--- config.mk ---
export PLATFORM = sky130hd
export DESIGN_NAME = instr_encode_flat
export DESIGN_NICKNAME = d
export VERILOG_FILES = /design/src/rtl/riscv_pkg.sv /design/src/rtl/instr_encode_if.sv /design/src/rtl/instr_pack.sv /design/src/rtl/instr_encode.sv /design/src/flat_wrapper.sv
export SDC_FILE = /design/constraint.sdc
export NUM_CORES = 1
export LEC_CHECK = 0
export ABC_CLOCK_PERIOD_IN_PS = 1500
export BUFFER_PORTS_ARGS = -buffer_cell sky130_fd_sc_hd__buf_2
export CAP_MARGIN = 5
export CELL_PAD_IN_SITES_DETAIL_PLACEMENT = 1
export CELL_PAD_IN_SITES_GLOBAL_PLACEMENT = 2
export CORE_ASPECT_RATIO = 1.5
export CORE_MARGIN = 1.5
export CORE_UTILIZATION = 25
export DETAILED_ROUTE_END_ITERATION = 6
export GPL_TIMING_DRIVEN = 0
export PLACE_DENSITY = 0.74
export SLEW_MARGIN = 5
export SYNTH_ARGS = -nofsm -noshare
export SYNTH_HDL_FRONTEND = slang
export SYNTH_SLANG_ARGS = --single-unit
--- constraint.sdc ---
create_clock -name clk_i -period 1.5 [get_ports clk_i]
set_input_delay 0.3 -clock clk_i [delete_from_list [all_inputs] [get_ports clk_i]]
set_output_delay 0.3 -clock clk_i [all_outputs]
set_load 0.005 [all_outputs]
--- src/rtl/riscv_pkg.sv ---
// Shared RV32I encode/decode types: opcodes, encoder formats, NOP and
// immediate range limits.
package riscv_pkg;

  typedef enum logic [6:0] {
    OpLoad   = 7'b0000011,
    OpFence  = 7'b0001111,
    OpImm    = 7'b0010011,
    OpAuipc  = 7'b0010111,
    OpStore  = 7'b0100011,
    OpReg    = 7'b0110011,
    OpLui    = 7'b0110111,
    OpBranch = 7'b1100011,
    OpJalr   = 7'b1100111,
    OpJal    = 7'b1101111,
    OpSystem = 7'b1110011
  } opcode_e;

  typedef enum logic [2:0] {
    FmtR  = 3'd0,
    FmtI  = 3'd1,
    FmtS  = 3'd2,
    FmtB  = 3'd3,
    FmtU  = 3'd4,
    FmtJ  = 3'd5,
    FmtLi = 3'd6
  } fmt_e;

  localparam logic [31:0] NOP = 32'h00000013;

  localparam int ImmIMin = -2048;
  localparam int ImmIMax = 2047;
  localparam int ImmBMin = -4096;
  localparam int ImmBMax = 4094;
  localparam int ImmJMin = -1048576;
  localparam int ImmJMax = 1048574;

  function automatic logic in_range(
    input logic [31:0] v,
    input int          lo,
    input int          hi
  );
    return ($signed(v) >= lo) && ($signed(v) <= hi);
  endfunction

endpackage

--- src/rtl/instr_encode_if.sv ---
// Request/response bundle of the instruction encoder.
// slave = encoder side, master = requester/consumer side.
interface instr_encode_if;
  logic        valid_i;
  logic        ready_o;
  logic [2:0]  fmt_i;
  logic [6:0]  opcode_i;
  logic [4:0]  rd_i;
  logic [4:0]  rs1_i;
  logic [4:0]  rs2_i;
  logic [2:0]  funct3_i;
  logic [6:0]  funct7_i;
  logic [31:0] imm_i;
  logic        valid_o;
  logic        ready_i;
  logic [31:0] instr_o;
  logic        last_o;
  logic        err_o;

  modport slave (
    input  valid_i, fmt_i, opcode_i, rd_i, rs1_i, rs2_i,
    input  funct3_i, funct7_i, imm_i, ready_i,
    output ready_o, valid_o, instr_o, last_o, err_o
  );

  modport master (
    output valid_i, fmt_i, opcode_i, rd_i, rs1_i, rs2_i,
    output funct3_i, funct7_i, imm_i, ready_i,
    input  ready_o, valid_o, instr_o, last_o, err_o
  );
endinterface

--- src/rtl/instr_pack.sv ---
// Combinational RV32I field packer with immediate range checking.
// Illegal formats or out-of-range immediates yield NOP with err_o=1.
module instr_pack
  import riscv_pkg::*;
(
  input  logic [2:0]  fmt_i,
  input  logic [6:0]  opcode_i,
  input  logic [4:0]  rd_i,
  input  logic [4:0]  rs1_i,
  input  logic [4:0]  rs2_i,
  input  logic [2:0]  funct3_i,
  input  logic [6:0]  funct7_i,
  input  logic [31:0] imm_i,
  output logic [31:0] word_o,
  output logic        err_o
);
  logic [31:0] raw;
  logic        bad;

  always_comb begin
    raw = NOP;
    bad = 1'b1;
    unique case (fmt_i)
      FmtR: begin
        raw = {funct7_i, rs2_i, rs1_i, funct3_i, rd_i, opcode_i};
        bad = 1'b0;
      end
      FmtI: begin
        raw = {imm_i[11:0], rs1_i, funct3_i, rd_i, opcode_i};
        bad = !in_range(imm_i, ImmIMin, ImmIMax);
      end
      FmtS: begin
        raw = {imm_i[11:5], rs2_i, rs1_i, funct3_i,
               imm_i[4:0], opcode_i};
        bad = !in_range(imm_i, ImmIMin, ImmIMax);
      end
      FmtB: begin
        raw = {imm_i[12], imm_i[10:5], rs2_i, rs1_i, funct3_i,
               imm_i[4:1], imm_i[11], opcode_i};
        bad = !in_range(imm_i, ImmBMin, ImmBMax) || imm_i[0];
      end
      FmtU: begin
        raw = {imm_i[31:12], rd_i, opcode_i};
        bad = (imm_i[11:0] != 12'h000);
      end
      FmtJ: begin
        raw = {imm_i[20], imm_i[10:1], imm_i[11], imm_i[19:12],
               rd_i, opcode_i};
        bad = !in_range(imm_i, ImmJMin, ImmJMax) || imm_i[0];
      end
      default: ;
    endcase
    err_o  = bad;
    word_o = bad ? NOP : raw;
  end
endmodule

--- src/rtl/instr_encode.sv ---
// Registered RV32I instruction encoder with valid/ready handshakes.
// ENCODE_PSEUDO_EN adds li expansion into a LUI/ADDI pair.
module instr_encode
  import riscv_pkg::*;
(
  input  logic           clk_i,
  input  logic           rst_i,
  instr_encode_if.slave  bus
);
`ifdef ENCODE_PSEUDO_EN
  typedef enum logic [1:0] {SIdle, SOut, SOutHi} state_e;
`else
  typedef enum logic [1:0] {SIdle, SOut} state_e;
`endif

  state_e      state_q, state_d;
  logic [31:0] instr_q, instr_d;
  logic        last_q, last_d;
  logic        err_q, err_d;
  logic        ready, accept;

  logic [2:0]  pk_fmt;
  logic [6:0]  pk_op;
  logic [4:0]  pk_rd, pk_rs1;
  logic [2:0]  pk_f3;
  logic [31:0] pk_imm, pk_word;
  logic        pk_err;

`ifdef ENCODE_PSEUDO_EN
  logic [4:0]  pend_rd_q, pend_rd_d;
  logic [11:0] pend_lo_q, pend_lo_d;
  logic [19:0] li_hi;
  logic        two_word;
`endif

  assign ready  = (state_q == SIdle) ||
                  (state_q == SOut && bus.ready_i);
  assign accept = bus.valid_i && ready;

  // Field source: the live request, or a synthesized LUI/ADDI.
  always_comb begin
    pk_fmt = bus.fmt_i;
    pk_op  = bus.opcode_i;
    pk_rd  = bus.rd_i;
    pk_rs1 = bus.rs1_i;
    pk_f3  = bus.funct3_i;
    pk_imm = bus.imm_i;
`ifdef ENCODE_PSEUDO_EN
    two_word = 1'b0;
    li_hi = bus.imm_i[31:12] + 20'(bus.imm_i[11]);
    if (state_q == SOutHi) begin
      pk_fmt = FmtI;
      pk_op  = OpImm;
      pk_rd  = pend_rd_q;
      pk_rs1 = pend_rd_q;
      pk_f3  = 3'd0;
      pk_imm = {{20{pend_lo_q[11]}}, pend_lo_q};
    end else if (bus.fmt_i == FmtLi) begin
      pk_rs1 = 5'd0;
      pk_f3  = 3'd0;
      if (li_hi == 20'd0) begin
        pk_fmt = FmtI;
        pk_op  = OpImm;
        pk_imm = {{20{bus.imm_i[11]}}, bus.imm_i[11:0]};
      end else begin
        pk_fmt   = FmtU;
        pk_op    = OpLui;
        pk_imm   = {li_hi, 12'h000};
        two_word = (bus.imm_i[11:0] != 12'h000);
      end
    end
`endif
  end

  instr_pack u_pack (
    .fmt_i    (pk_fmt),
    .opcode_i (pk_op),
    .rd_i     (pk_rd),
    .rs1_i    (pk_rs1),
    .rs2_i    (bus.rs2_i),
    .funct3_i (pk_f3),
    .funct7_i (bus.funct7_i),
    .imm_i    (pk_imm),
    .word_o   (pk_word),
    .err_o    (pk_err)
  );

  always_comb begin
    state_d = state_q;
    instr_d = instr_q;
    last_d  = last_q;
    err_d   = err_q;
`ifdef ENCODE_PSEUDO_EN
    pend_rd_d = pend_rd_q;
    pend_lo_d = pend_lo_q;
`endif
    unique case (state_q)
      SIdle, SOut: begin
        if (accept) begin
          instr_d = pk_word;
          err_d   = pk_err;
          last_d  = 1'b1;
          state_d = SOut;
`ifdef ENCODE_PSEUDO_EN
          if (two_word) begin
            last_d    = 1'b0;
            state_d   = SOutHi;
            pend_rd_d = bus.rd_i;
            pend_lo_d = bus.imm_i[11:0];
          end
`endif
        end else if (state_q == SOut && bus.ready_i) begin
          state_d = SIdle;
        end
      end
`ifdef ENCODE_PSEUDO_EN
      SOutHi: begin
        if (bus.ready_i) begin
          instr_d = pk_word;
          err_d   = pk_err;
          last_d  = 1'b1;
          state_d = SOut;
        end
      end
`endif
      default: state_d = SIdle;
    endcase
  end

  always_ff @(posedge clk_i or posedge rst_i) begin
    if (rst_i) begin
      state_q   <= SIdle;
      instr_q   <= 32'h0;
      last_q    <= 1'b0;
      err_q     <= 1'b0;
`ifdef ENCODE_PSEUDO_EN
      pend_rd_q <= 5'd0;
      pend_lo_q <= 12'h0;
`endif
    end else begin
      state_q   <= state_d;
      instr_q   <= instr_d;
      last_q    <= last_d;
      err_q     <= err_d;
`ifdef ENCODE_PSEUDO_EN
      pend_rd_q <= pend_rd_d;
      pend_lo_q <= pend_lo_d;
`endif
    end
  end

  assign bus.ready_o = ready;
  assign bus.valid_o = (state_q != SIdle);
  assign bus.instr_o = instr_q;
  assign bus.last_o  = last_q;
  assign bus.err_o   = err_q;
endmodule

--- src/flat_wrapper.sv ---
// flat-port wrapper written by rule: the top's interface ports become plain ports
module instr_encode_flat import riscv_pkg::*;
  (clk_i, rst_i, bus_valid_i, bus_fmt_i, bus_opcode_i, bus_rd_i, bus_rs1_i, bus_rs2_i, bus_funct3_i, bus_funct7_i, bus_imm_i, bus_ready_i, bus_ready_o, bus_valid_o, bus_instr_o, bus_last_o, bus_err_o);
  instr_encode_if bus_i ();
  input  logic clk_i;
  input  logic rst_i;
  input wire logic [$bits(bus_i.valid_i)-1:0] bus_valid_i;
  input wire logic [$bits(bus_i.fmt_i)-1:0] bus_fmt_i;
  input wire logic [$bits(bus_i.opcode_i)-1:0] bus_opcode_i;
  input wire logic [$bits(bus_i.rd_i)-1:0] bus_rd_i;
  input wire logic [$bits(bus_i.rs1_i)-1:0] bus_rs1_i;
  input wire logic [$bits(bus_i.rs2_i)-1:0] bus_rs2_i;
  input wire logic [$bits(bus_i.funct3_i)-1:0] bus_funct3_i;
  input wire logic [$bits(bus_i.funct7_i)-1:0] bus_funct7_i;
  input wire logic [$bits(bus_i.imm_i)-1:0] bus_imm_i;
  input wire logic [$bits(bus_i.ready_i)-1:0] bus_ready_i;
  output wire logic [$bits(bus_i.ready_o)-1:0] bus_ready_o;
  output wire logic [$bits(bus_i.valid_o)-1:0] bus_valid_o;
  output wire logic [$bits(bus_i.instr_o)-1:0] bus_instr_o;
  output wire logic [$bits(bus_i.last_o)-1:0] bus_last_o;
  output wire logic [$bits(bus_i.err_o)-1:0] bus_err_o;
  assign bus_i.valid_i = bus_valid_i;
  assign bus_i.fmt_i = bus_fmt_i;
  assign bus_i.opcode_i = bus_opcode_i;
  assign bus_i.rd_i = bus_rd_i;
  assign bus_i.rs1_i = bus_rs1_i;
  assign bus_i.rs2_i = bus_rs2_i;
  assign bus_i.funct3_i = bus_funct3_i;
  assign bus_i.funct7_i = bus_funct7_i;
  assign bus_i.imm_i = bus_imm_i;
  assign bus_i.ready_i = bus_ready_i;
  assign bus_ready_o = bus_i.ready_o;
  assign bus_valid_o = bus_i.valid_o;
  assign bus_instr_o = bus_i.instr_o;
  assign bus_last_o = bus_i.last_o;
  assign bus_err_o = bus_i.err_o;
  instr_encode u_core (.clk_i(clk_i), .rst_i(rst_i), .bus(bus_i));
endmodule
== Word level (Yosys, flattened, before mapping) ==
Cells that the tools add are included.
Word-level totals
  register bits after elaboration: 36
  input port bits: 71
  logic and storage cells: 41
Operators by class
  magnitude comparators: 6
  equality and inequality tests: 7
  mux-type cells: 6
  reduce and logical (&&, ||, !) cells: 18
Operators with widths (count)
  $pmux W32 S6: 1
  $ge A32 B12 Y1 const B: 1
  $ge A32 B13 Y1 const B: 1
  $ge A32 B21 Y1 const B: 1
  $le A32 B12 Y1 const B: 1
  $le A32 B13 Y1 const B: 1
  $le A32 B21 Y1 const B: 1
  $mux W32: 1
  $reduce_bool A12 Y1: 1
  $eq A3 B2 Y1 const B: 2
  $eq A3 B3 Y1 const B: 2
  $mux W2: 3
  $logic_and A1 B1 Y1: 5
  $pmux W1 S5: 1
  $reduce_or A2 Y1: 2
  $eq A3 B1 Y1 const B: 1
  $logic_not A1 Y1: 3
  $logic_not A3 Y1: 1
  $logic_or A1 B1 Y1: 3
  $ne A3 B1 Y1 const B: 1
  $eq A2 B1 Y1 const B: 1
  $logic_not A2 Y1: 1
  $reduce_and A2 Y1: 1
  $reduce_bool A2 Y1: 1

== Longest topological paths before layout ==
Gate-level depths: netlist of run 1.
  word-level depth: 6
  gate-level depth with buffers: 8

== Cells and area by module ==
From an unflattened synthesis of run 1, not the netlist that was laid out.
Second synthesis, totals
  cells, all modules: 224
  area total of the unflattened synthesis: 2436.1 um2
By module, submodules not included
  instr_encode: times used 1, cells each 76, area each 1431.4 um2
  instr_pack: times used 1, cells each 148, area each 1004.7 um2

== Worst setup path after synthesis of run 1 ==
OpenSTA, ideal clock, no wires.
  path type: input -> register
  start: input bus_imm_i[27]
  end: register u_core.instr_q[12] (netlist: u_core.bus.instr_o[12])
  arrival: 1.549 ns
  data required time: 1.371 ns
  path slack: -0.178 ns
  stages on the path: 6
  path buffers: 1
  path through: nor4_1 -> nand3_1 -> a311oi_2 -> a2bb2oi_4 -> buf_6 -> o41ai_2
On the way
  cells in the longest elaborated chain, start to end: 6
  elaborated cells between the ends (all ways): 16
RTL lines
  from (decl): RTL line flat_wrapper.sv:15  | input wire logic [$bits(bus_i.imm_i)-1:0] bus_imm_i;
  $ge A32 B21 Y1 (tied with other cells): RTL line riscv_pkg.sv:43  | return ($signed(v) >= lo) && ($signed(v) <= hi);
  $logic_and A1 B1 Y1: RTL line riscv_pkg.sv:43
  $logic_not A1 Y1 (on tied branches): RTL line instr_pack.sv:49, instr_pack.sv:40
  $logic_or A1 B1 Y1 (on tied branches): RTL line instr_pack.sv:49, instr_pack.sv:40
  $pmux W1 S5 (*): RTL line instr_pack.sv:23  | unique case (fmt_i)
  $mux W32 (*): RTL line instr_pack.sv:54  | word_o = bad ? NOP : raw;
  to (signal assigned): RTL line instr_encode.sv:142  | instr_q <= instr_d;
  to (decl): RTL line instr_encode.sv:17  | logic [31:0] instr_q, instr_d;
Mark *: on every way between the ends. The rest lies on a longest branch, timed or not.
A chain may end at the register's enable or synchronous reset.

== Worst setup path in the final report of run 1 ==
  start: input bus_imm_i[29]
  end: register u_core.instr_q[22] (netlist: u_core.bus.instr_o[22])
Same word-level chain as after synthesis.

==> results of run 1 <==
## flip-flops by register name (all words and copies together), names as in the netlist
register	flops
u_core.bus.err_o	1
u_core.state_q	1
u_core.bus.last_o	1
u_core.bus.instr_o	32
## cell usage after synthesis (3+ instances only)
library cell  number  area (um2)
inv_1              7        26.3
nor2_1            13        48.8
a2bb2oi_1          6        52.6
nand2b_1           3        18.8
o41ai_1            8        70.1
nor3_1             3        15.0
nor4_1             6        37.5
buf_2             10        50.1
o21ai_0            4        20.0
nor2b_1           13        81.3
nand4_1            8        50.1
dfrtp_1           35         876
o41ai_2           21         342
nand2_1           34         128
o32a_1             4        40.0
a221oi_1           5        43.8
mux2i_1           16         160
clkbuf_1           8        30.0
a21oi_1           19        95.1
buf_6              3        33.8
## cell families after synthesis
kind of cell | Yosys count
and+or+nand+nor | 89
AOI/OAI and AO/OA | 76
DFF | 35
buffers and inverters | 30
muxes | 16
## final cells by class
type	count	area share
inverters	7	0.00679
plain buffers	23	0.0601
clock inverters	1	0.00226
clock buffers	7	0.0369
well taps	112	0.0362
repair buffers	119	0.203
flip-flops and latches	35	0.226
multi-input cells	181	0.428
## routing by layer
layer  share of wire  up-vias  track usage
met1            0.39     1266        0.209
met3           0.047        6       0.0334
met5               0        -            0
li1                -     1199            -
met4           0.012        0       0.0531
met2            0.55       71        0.354
## power by group through the flow
stage	clock, W	combinational (W)	sequential (W)
detailed placement	0	0.000784	0.00110
finish	0.00108	0.000978	0.00108
global route	0.00114	0.00105	0.00109
floorplan	0	0.000428	0.00110
global placement	0	0.000769	0.00110
CTS	0.00110	0.000937	0.00108
## timing repair
action / 4_1_cts / 5_1_grt
pin swaps: 16 / 17
cloned: 1 / 2
endpoints found under the setup margin: 33 / 33
gates resized for setup: 64 / 11
setup buffers: 10 / 2
## worst max-delay path by stage
stage	slack [ns]	startpoint	endpoint	cells after the start
finish	-0.15	bus_imm_i[29]	u_core.bus.instr_o[22]	8
global route	-0.21	bus_imm_i[29]	u_core.bus.instr_o[13]	8
CTS	-0.16	bus_imm_i[29]	u_core.bus.instr_o[16]	8
detailed placement	-0.63	bus_fmt_i[1]	u_core.bus.instr_o[13]	7
global placement	-0.60	bus_fmt_i[1]	u_core.bus.instr_o[16]	7
floorplan	-0.13	bus_imm_i[20]	u_core.bus.instr_o[2]	6
## stage by stage
| stage | util | instance area, um2 | total power, W | std cells |
|---|---|---|---|---|
| final | 0.416 | 3870 | 0.00314 | 485 |
| after global routing | 0.416 | 3870 | 0.00329 | 485 |
| after CTS | 0.403 | 3750 | 0.00312 | 481 |
| after detailed placement | 0.345 | 3210 | 0.00188 | 462 |
| after global placement | 0.345 | 3210 | 0.00187 | 462 |
| after floorplan | - | 2550 | 0.00153 | 246 |
==> impl_results.md, run 1 <==
* Net Sw Power at 0.000963 W
* Internal Pwr Total at 0.00217 W
* PortBufs at 104
* RR Startpoint: u_core.state_q[0]
* Min Clock Period, post-route at 1.65 ns
* Starting density of the core at 0.260
* Share of cells above drive strength 1 at 0.534
* Final GP Congestion at 0.753
* First-pass DRT Iterations at 4
* Vias in the first global route at 2718
* Final Cycle Share at 1.10
* Max frequency at around 610 MHz
* Unrepaired setup endpoints after global routing: true
* Diodes inserted at 0
* Number of remaining DRC errors at 0
* Pins Over Slew Limit at 0
* Routed Wire Length at 9510 um
* Switching share of power at 0.307
* Die W at roughly 83 um
* Critical Path Max Stage Delay at ~0.34 ns
* Vias at 2542
* Leak at 1.83 nW
* Sequential power share at 0.345
* Crit path arrival time at 1.82 ns
* Post-synth EDFFs at 0
* First-pass GRT wire length at 14700 um
* Largest net degree at the start of global routing at 36
* Cell Pwr Density at 811 mW/mm2
* Initial drt markers at 96
* Nets@finish at about 440
* H-tree depth at 2
* Count of unique library cells instantiated by Yosys at 36
* Final Hold Vio Count at 0
* WS Path Type: in -> reg
* Worst slack, placed at -0.629 ns
* Post-Synth Simple-Gate Area at 0.189
* Final WS setup at -0.150 ns
* Clock Sinks at 35
* Gr usage total at 0.185
* Clk network pwr share at 0.343
* HP Class: in -> async
* Post-synthesis compound-gate area fraction at 0.318
* Xor and xnor area share after synthesis at 0
* Multiplexer area fraction after synthesis at 0.0663
* Yosys warns at 0
* Setup tns final at -4.20 ns
* #FFs+latches synth at 35
* Site row count at 43
* Critical Path Fanout Max at 6
* Avg Cell Area, Syn at 9.82 um2
* CORE AREA at 0.00931 mm2
* Vias/cell at 5.24
* Post-Route Skew at 0.00610 ns
* Number of hold buffers added after cts at 0
* Setup crit start kind: input port
* Largest delay share family, worst path: compound AO/OA/AOI/OAI gates
* Area delta synth->final at 60.2%
* Mapped cell area at 0.00242 mm2
* Multi-input gate area at 0.00166 mm2
* Clk buf depth at 2
* MaxCap Viol Count at 0
* Worst R2R Setup Slack at -0.09 ns
* Worst-Skew Late Latency at roughly 0.28 ns
* I/O pins at 107
* DR WL/cell at 19.6 um
* Clk pin slew, worst setup/hold paths at ~0.06 ns
* Failing checks: setup timing
* HPWL Detailed at between 6000 and 7000 um
* CP required at approximately 1.7 ns
* Main combinational cell family by area after synthesis: compound AO/OA/AOI/OAI gates
* Die ar. at about 0.01 mm2
* Clock root buffer: clkbuf_16
* Total clock buffers created by CTS at 5
* Ys async rst share at 1.00
* Status: finished, violations left
* Worst path slowest cell: a311oi_4
* Total grt overflow at 0
* # setup viols final at 33
* Sequential Area at 876 um2
* Worst R2R End: u_core.bus.instr_o[0]
* Predominant post-synthesis flop cell: dfrtp_1
* Sequential fraction of the synthesis area at 0.363
* Commonest non-fill, non-tap cells in the layout: buf_2, dfrtp_1, nand2_1
* Slew HR at 0.478
* Mapped Nets at approximately 320
* Crit path buf inv count at 3
* Die height at roughly 120 um
* Peak VDD IR at 0.394 mV
* Reg2reg path depth at 5
* Synth Area in Adders at 0
* Hold Slack at ~0.16 ns
* DRT antenna net count at 0
* Synthesized instance count at 246
* TritonCTS clock tree: done
* Antenna violations before repair at 0
* Layout filler cell count at 1083
* Worst Tran Pin Value at 0.782 ns
* Worst-path cell chain: buf_8 -> nor4_4 -> nand3_2 -> a311oi_4 -> a2bb2oi_4 -> buf_12 -> clkbuf_16 -> o41ai_2
* Combinational cell fraction of total power at 0.312
* Commonest non-fill, non-tap cell in the layout: buf_2
* Worst Setup End Kind: register
(Power assumes the default switching activity.)
==> inputs of run 2 (changes only) <==
--- a/config.mk
+++ b/config.mk
@@ -16,2 +16,3 @@
 export DETAILED_ROUTE_END_ITERATION = 6
+export GPL_ROUTABILITY_DRIVEN = 0
 export GPL_TIMING_DRIVEN = 0
==> constraint.sdc (replaced) <==
create_clock -name clk_i -period 1.5 [get_ports clk_i]
set_input_delay 0.075 -clock clk_i [delete_from_list [all_inputs] [get_ports clk_i]]
set_output_delay 0.075 -clock clk_i [all_outputs]
set_load 0.005 [all_outputs]
==> run 2 against run 1 <==
  * The run still ends with setup timing left
  * Critical path depth decreased by 1
  * Clock power decreased by 4%
  * Combinational power decreased by 16%
  * Sequential share of layout area is 2.7 points higher
  * Non-clock buffer count shrank 8
  * Via count is 3.0% lower
  * Clock skew fell by 0.0024 ns
  * Clock-buffer cell count decreased by 1
  * Power decreased by 5.9%
  * Die area did not move
  * First-iteration DRC count is 29% lower
  * Highest routed layer unchanged
==> impl_results.md, run 2 (synthesized netlist as in run 1, its figures left out) <==
* Status: finished, violations left
* Failing checks: setup timing
* Cell Pwr Density at 852 mW/mm2 (+5.1%)
* Diodes inserted at 0 (unchanged)
* Worst-Skew Late Latency at 0.28 ns (about the same)
* CORE AREA at 0.00931 mm2 (unchanged)
* Starting density of the core at 0.260 (unchanged)
* Total clock buffers created by CTS at 5 (unchanged)
* Total grt overflow at 0 (unchanged)
* Number of remaining DRC errors at 0 (unchanged)
* Gr usage total at 0.178 (-0.00731)
* First-pass GRT wire length at 14100 um (-4.2%)
* Worst Setup End Kind: register
* Routed Wire Length at 8880 um (-6.6%)
* PortBufs at 104 (unchanged)
* Hold Slack at 0.0179 ns (-0.140 ns)
* HPWL Detailed at 6830 um (-0.49%)
* MaxCap Viol Count at 0 (unchanged)
* Clk buf depth at 2 (unchanged)
* Vias in the first global route at 2656 (-2.3%)
* Die height at 123 um (unchanged)
* Worst path slowest cell: nor3_2
* Final Cell Area at 0.00346 mm2 (-11%)
* Critical Path Fanout Max at 5 (-1)
* Multi-input gate area at 0.00150 mm2 (-9.3%)
* Unrepaired setup endpoints after global routing: true
* Die ar. at 0.0103 mm2 (unchanged)
* Site row count at 43 (unchanged)
* Crit path arrival time at 1.70 ns (-0.12 ns)
* HP Class: in -> reg
* DP Area at 0.00308 mm2 (-4.1%)
* Vias/cell at 5.18 (-1.2%)
* Commonest non-fill, non-tap cells in the layout: buf_2, dfrtp_1, nand2_1
* Worst Tran Pin Value at 0.779 ns (-0.00302 ns)
* Post-Route Skew at 0.00367 ns (-0.00243 ns)
* # setup viols final at 5 (-85%)
* Crit path buf inv count at 2 (-1)
* Largest register FFs at 32 (unchanged)
* WS Path Type: in -> reg
* Min Clock Period, post-route at 1.52 ns (-0.128 ns)
* Nets@finish at 435 (-1.8%)
* Setup crit start kind: input port
* Initial drt markers at 68 (-29%)
* Max frequency at 657 MHz (+8.4%)
* Largest delay share family, worst path: compound AO/OA/AOI/OAI gates
* Pins Over Slew Limit at 0 (unchanged)
* Critical Path Max Stage Delay at 0.34 ns (about the same)
* H-tree depth at 2 (unchanged)
* Clock root buffer: clkbuf_16
* Worst-path cell chain: buf_2 -> nand4_1 -> nor3_2 -> a21oi_1 -> a2bb2oi_4 -> bufbuf_16 -> o41ai_2
* Slew HR at 0.480 (+0.00202)
* Largest net degree at the start of global routing at 36 (unchanged)
* Vias at 2466 (-3.0%)
* Clock Sinks at 35 (unchanged)
* Layout filler cell count at 1147 (+5.9%)
* Clk pin slew, worst setup/hold paths at 0.06 ns (about the same)
* I/O pins at 107 (unchanged)
* Final WS setup at -0.0218 ns (+0.128 ns)
* Peak VDD IR at 0.505 mV (+28%)
* DRT antenna net count at 0 (unchanged)
* CP required at 1.68 ns (about the same)
* Leak at 1.67 nW (-8.6%)
* TritonCTS clock tree: done
* Sequential Area at 876 um2 (unchanged)
* Die W at 83.3 um (unchanged)
* Area delta synth->final at 43.3%
* Final Cycle Share at 1.01 (-0.0854)
* Commonest non-fill, non-tap cell in the layout: buf_2
* Power, Total at 0.00295 W (-5.9%)
* Share of cells above drive strength 1 at 0.484 (-0.0500)
* First-pass DRT Iterations at 4 (unchanged)
* Final Hold Vio Count at 0 (unchanged)
* DR WL/cell at 18.7 um (-4.8%)
* Antenna violations before repair at 0 (unchanged)
==> run 2: cell count changes in the layout (fill, tap and decap cells not counted), moves of 3 or more <==
cell	previous run	this run
nor4_1	0	4
nor4_4	8	3
buf_2	92	107
buf_8	5	2
buf_6	15	6
buf_4	14	9
buf_12	5	0
==> run 2: power breakdown <==
part | switching (W) | total, W | internal [W]
clock | 0.000397 | 0.00104 | 0.000648
combinational | 0.000445 | 0.000825 | 0.000380
sequential | 0.0000500 | 0.00108 | 0.00103
==> run 2: cell type report <==
type	instances	share of cell area
well taps	112	0.0405
flip-flops and latches	35	0.253
plain buffers	23	0.0499
clock inverters	1	0.00145
multi-input cells	181	0.434
repair buffers	111	0.173
clock buffers	6	0.0401
inverters	7	0.00759
==> run 2: what timing repair did <==
action,4_1_cts,5_1_grt
pin swaps,5,1
resized for setup,24,9
endpoints found under the hold margin,35,0
hold buffers,1,0
setup buffers,5,0
cloned,1,0
endpoints found under the setup margin,33,33
==> run 2: worst reg2reg max path: stages (launching register included) <==
cell and delay, ns:
dfrtp_1 0.37, nand2b_1 0.11, nand2_2 0.09, a211o_4 0.31
or2_1 0.21, o32a_1 0.29
==> run 2: per-layer routing <==
metal,vias to the layer above,wire [um],global-route usage
met3,11,338,0.0300
met1,1216,3500,0.199
met4,0,199,0.0677
met5,-,0,0
li1,1173,-,-
met2,66,4850,0.336
==> run 2: metrics by stage <==
| stage | TNS (ns) | setup WS [ns] | utilization | std cells |
|---|---|---|---|---|
| 6_report | -0.0493 | -0.0218 | 0.372 | 476 |
| 5_1_grt | -0.986 | -0.0810 | 0.372 | 476 |
| 4_1_cts | -0.358 | -0.0366 | 0.367 | 476 |
| 3_5_place_dp | -12.28 | -0.399 | 0.331 | 462 |
| 3_3_place_gp | -11.25 | -0.366 | 0.331 | 462 |
| 2_1_floorplan | 0 | 0.0148 | - | 246 |
==> run 2: final timing paths <==
check | from | endpoint | slack, ns | cells after the start
max reg2reg | u_core.state_q[0] | u_core.bus.instr_o[4] | 0 | 5
min reg2reg | u_core.bus.instr_o[13] | u_core.bus.instr_o[13] | 0.47 | 2
min | bus_valid_i | u_core.state_q[0] | 0.02 | 2
min in group asynchronous | rst_i | u_core.bus.instr_o[1] | 0.48 | 3
max | bus_imm_i[22] | u_core.bus.instr_o[16] | -0.02 | 7
max in group asynchronous | rst_i | u_core.bus.last_o | 0.52 | 3
==> inputs of run 3 (changes only) <==
- ABC_AREA: unset -> 1
- CORE_UTILIZATION: 25 -> 21
- PLACE_DENSITY: 0.74 -> 0.73
==> run 3 against run 2 <==
  * The run now ends clean
  * Synthesized area fell by 5.3%
  * Critical path type is now reg -> reg
  * Flip-flop and latch count unchanged
  * Non-clock buffer count down 16
  * Sequential power barely moved
  * Setup slack better by 0.11 ns
  * Register-to-register slack improved by 0.09 ns
  * Worst hold slack gained 0.033 ns
  * Final cell count grew 27%
  * Clock power is 5% lower
  * Global-route usage is 2.1 points lower
  * Combinational power decreased by 15%
==> impl_results.md, run 3 <==
* Starting density of the core at 0.216 (-0.0435)
* Die height at 131 um (+6.0%)
* Largest register FFs at 32 (unchanged)
* Site row count at 46 (+7.0%)
* Sequential fraction of the synthesis area at 0.383 (+0.0202)
* Post-synth top cells: nand2_1, dfrtp_1, nor2_1
* Status: finished clean
* Peak VDD IR at 0.360 mV (-29%)
* Count of unique library cells instantiated by Yosys at 23 (-36%)
* Clk buf depth at 2 (unchanged)
* Mapped cell area at 0.00229 mm2 (-5.3%)
* Post-synth EDFFs at 0 (unchanged)
* Clk pin slew, worst setup/hold paths at 0.05 ns (about the same)
* Count leader, synth: nand2_1
* Antenna violations before repair at 0 (unchanged)
* CP required at 1.68 ns (about the same)
* Yosys warns at 0 (unchanged)
* Slew HR at 0.501 (+0.0209)
* First-pass GRT wire length at 13800 um (-2.2%)
* Post-Route Skew at 0.00368 ns (+0.0000104 ns)
* Finished Layout Cells at 604 (+27%)
* Final Cell Area at 0.00318 mm2 (-8.2%)
* Predominant post-synthesis flop cell: dfrtp_1
* #FFs+latches synth at 35 (unchanged)
* Sequential Area at 876 um2 (unchanged)
* DP Area at 0.00300 mm2 (-2.5%)
* Power, Total at 0.00279 W (-5.5%)
* Worst Tran Pin Value at 0.747 ns (-0.0313 ns)
* I/O pins at 107 (unchanged)
* TritonCTS clock tree: done
* Placed cell count at 595 (+29%)
* Final Hold Vio Count at 0 (unchanged)
* Post-CTS Repair Setup Buffers at 0 (-5)
* Layout filler cell count at 1426 (+24%)
* First-pass DRT Iterations at 4 (unchanged)
* PortBufs at 106 (+1.9%)
* Synthesized instance count at 345 (+40%)
* Total grt overflow at 0 (unchanged)
* Vias at 2613 (+6.0%)
* DR WL/cell at 14.3 um (-23%)
* HPWL Detailed at 7270 um (+6.4%)
* Final Cycle Share at 0.939 (-0.0758)
* Area delta synth->final at 39.0%
* Share of cells above drive strength 1 at 0.341 (-0.142)
* Ys async rst share at 1.00 (unchanged)
* Leak at 1.71 nW (+2.2%)
* Die W at 88.2 um (+6.0%)
* Initial drt markers at 86 (+26%)
* Number of remaining DRC errors at 0 (unchanged)
* Unrepaired setup endpoints after global routing: false
* WS Path Type: reg -> reg
* Mapped Nets at 416 (+31%)
* Nets@finish at 530 (+22%)
* Die ar. at 0.0115 mm2 (+12%)
* Crit path arrival time at 1.59 ns (-0.11 ns)
* Clock Sinks at 35 (unchanged)
* Max frequency at 710 MHz (+8.1%)
* MaxCap Viol Count at 0 (unchanged)
* Worst Setup End Kind: register
* Critical Path Fanout Max at 10 (+5)
* Post-synth top area share at 0.383 (+0.0202)
* DRT antenna net count at 0 (unchanged)
* Clock root buffer: clkbuf_16
* Top cell type by total area after synthesis: dfrtp_1
* Setup crit start kind: register
* Avg Cell Area, Syn at 6.63 um2 (-32%)
* Min Clock Period, post-route at 1.41 ns (-0.114 ns)
* Worst-Skew Late Latency at 0.28 ns (about the same)
* Commonest non-fill, non-tap cell in the layout: nand2_1
* Cell Pwr Density at 877 mW/mm2 (+2.9%)
* Total clock buffers created by CTS at 5 (unchanged)
* Commonest non-fill, non-tap cells in the layout: nand2_1, buf_2, dfrtp_1
* H-tree depth at 2 (unchanged)
* Fin util at 0.300 (-0.0718)
* Gr usage total at 0.156 (-0.0213)
* CORE AREA at 0.0106 mm2 (+14%)
* Synth area leaders: dfrtp_1, nand2_1, o21ai_2
* Routed Wire Length at 8660 um (-2.5%)
* Vias/cell at 4.33 (-16%)
* HP Class: in -> reg
* Largest net degree at the start of global routing at 36 (unchanged)
* # setup viols final at 0 (-5)
* Pins Over Slew Limit at 0 (unchanged)
* Vias in the first global route at 2794 (+5.2%)
* Multi-input gate area at 0.00127 mm2 (-16%)
* Diodes inserted at 0 (unchanged)
==> run 3: cell types whose count changed in the layout (fill, tap and decap cells not counted), sizes merged, moves of 17 or more <==
cell   change
inv       +21
o21ai     +24
nor2      +17
nand2    +127
o41ai     -29
==> run 3: what timing repair did <==
action | 4_1_cts | 5_1_grt
pin swaps | 0 | 0
hold buffers | 1 | 0
hold endpoints to repair | 35 | 0
setup endpoints to repair | 29 | 22
gates resized for setup | 5 | 8
==> run 3: path summary, 6_finish.rpt <==
check	from	end	slack, ns	depth (start not counted)
worst max register to register	u_core.state_q[0]	u_core.bus.instr_o[0]	0.09	7
worst min-delay path	bus_opcode_i[2]	u_core.bus.instr_o[2]	0.05	3
worst max-delay path	u_core.state_q[0]	u_core.bus.instr_o[0]	0.09	7
worst min register to register	u_core.bus.instr_o[2]	u_core.bus.instr_o[2]	0.47	2
min in group asynchronous	rst_i	u_core.bus.instr_o[26]	0.47	3
max in group asynchronous	rst_i	u_core.bus.last_o	0.54	3
==> run 3: per-stage QoR <==
stage                     TNS, ns  worst slack (ns)  hold slack, ns
after floorplan                 0            0.0625           0.229
after global placement      -4.76            -0.280           0.345
after detailed placement    -5.29            -0.298           0.264
after CTS                       0           0.00283          0.0442
after global routing            0            0.0177          0.0566
final                           0            0.0918          0.0507
==> run 3: power by group <==
| group | switching [W] | leakage [nW] | internal [W] |
|---|---|---|---|
| Combinational | 0.000416 | 1.18 | 0.000283 |
| Clock | 0.000388 | 0.0733 | 0.000605 |
| Sequential | 0.0000521 | 0.452 | 0.00104 |
==> run 3: layout make-up <==
type                       instances  area share
inverter                          28      0.0330
timing repair buffer             107       0.170
tap                              144      0.0566
clock inverter                     3     0.00472
clock buffer                       5      0.0393
multi-input combinational        271       0.399
buffer                            11      0.0216
sequential                        35       0.275
==> run 3: cell families (layout without fill, tap and decap cells) <==
group           Yosys count  in the layout  share of synthesized area
simple gates            231            231                      0.417
buf+inv                  39            154                     0.0733
flops                    35             35                      0.383
compound gates           40             40                      0.127
==> run 3: routing by layer <==
layer,up-vias,part of all wire,GRT usage
met5,-,0,0
li1,1326,-,-
met3,19,0.034,0.0226
met2,57,0.54,0.291
met4,0,0.037,0.0818
met1,1211,0.39,0.168
==> run 3: worst max-delay path, stage by stage (launching register included) <==
cell      delay, ns
dfrtp_1        0.34
nand2_1        0.12
nand2_4        0.15
inv_1          0.07
clkbuf_2       0.21
or2_2          0.32
nand2_1        0.07
inv_1          0.03
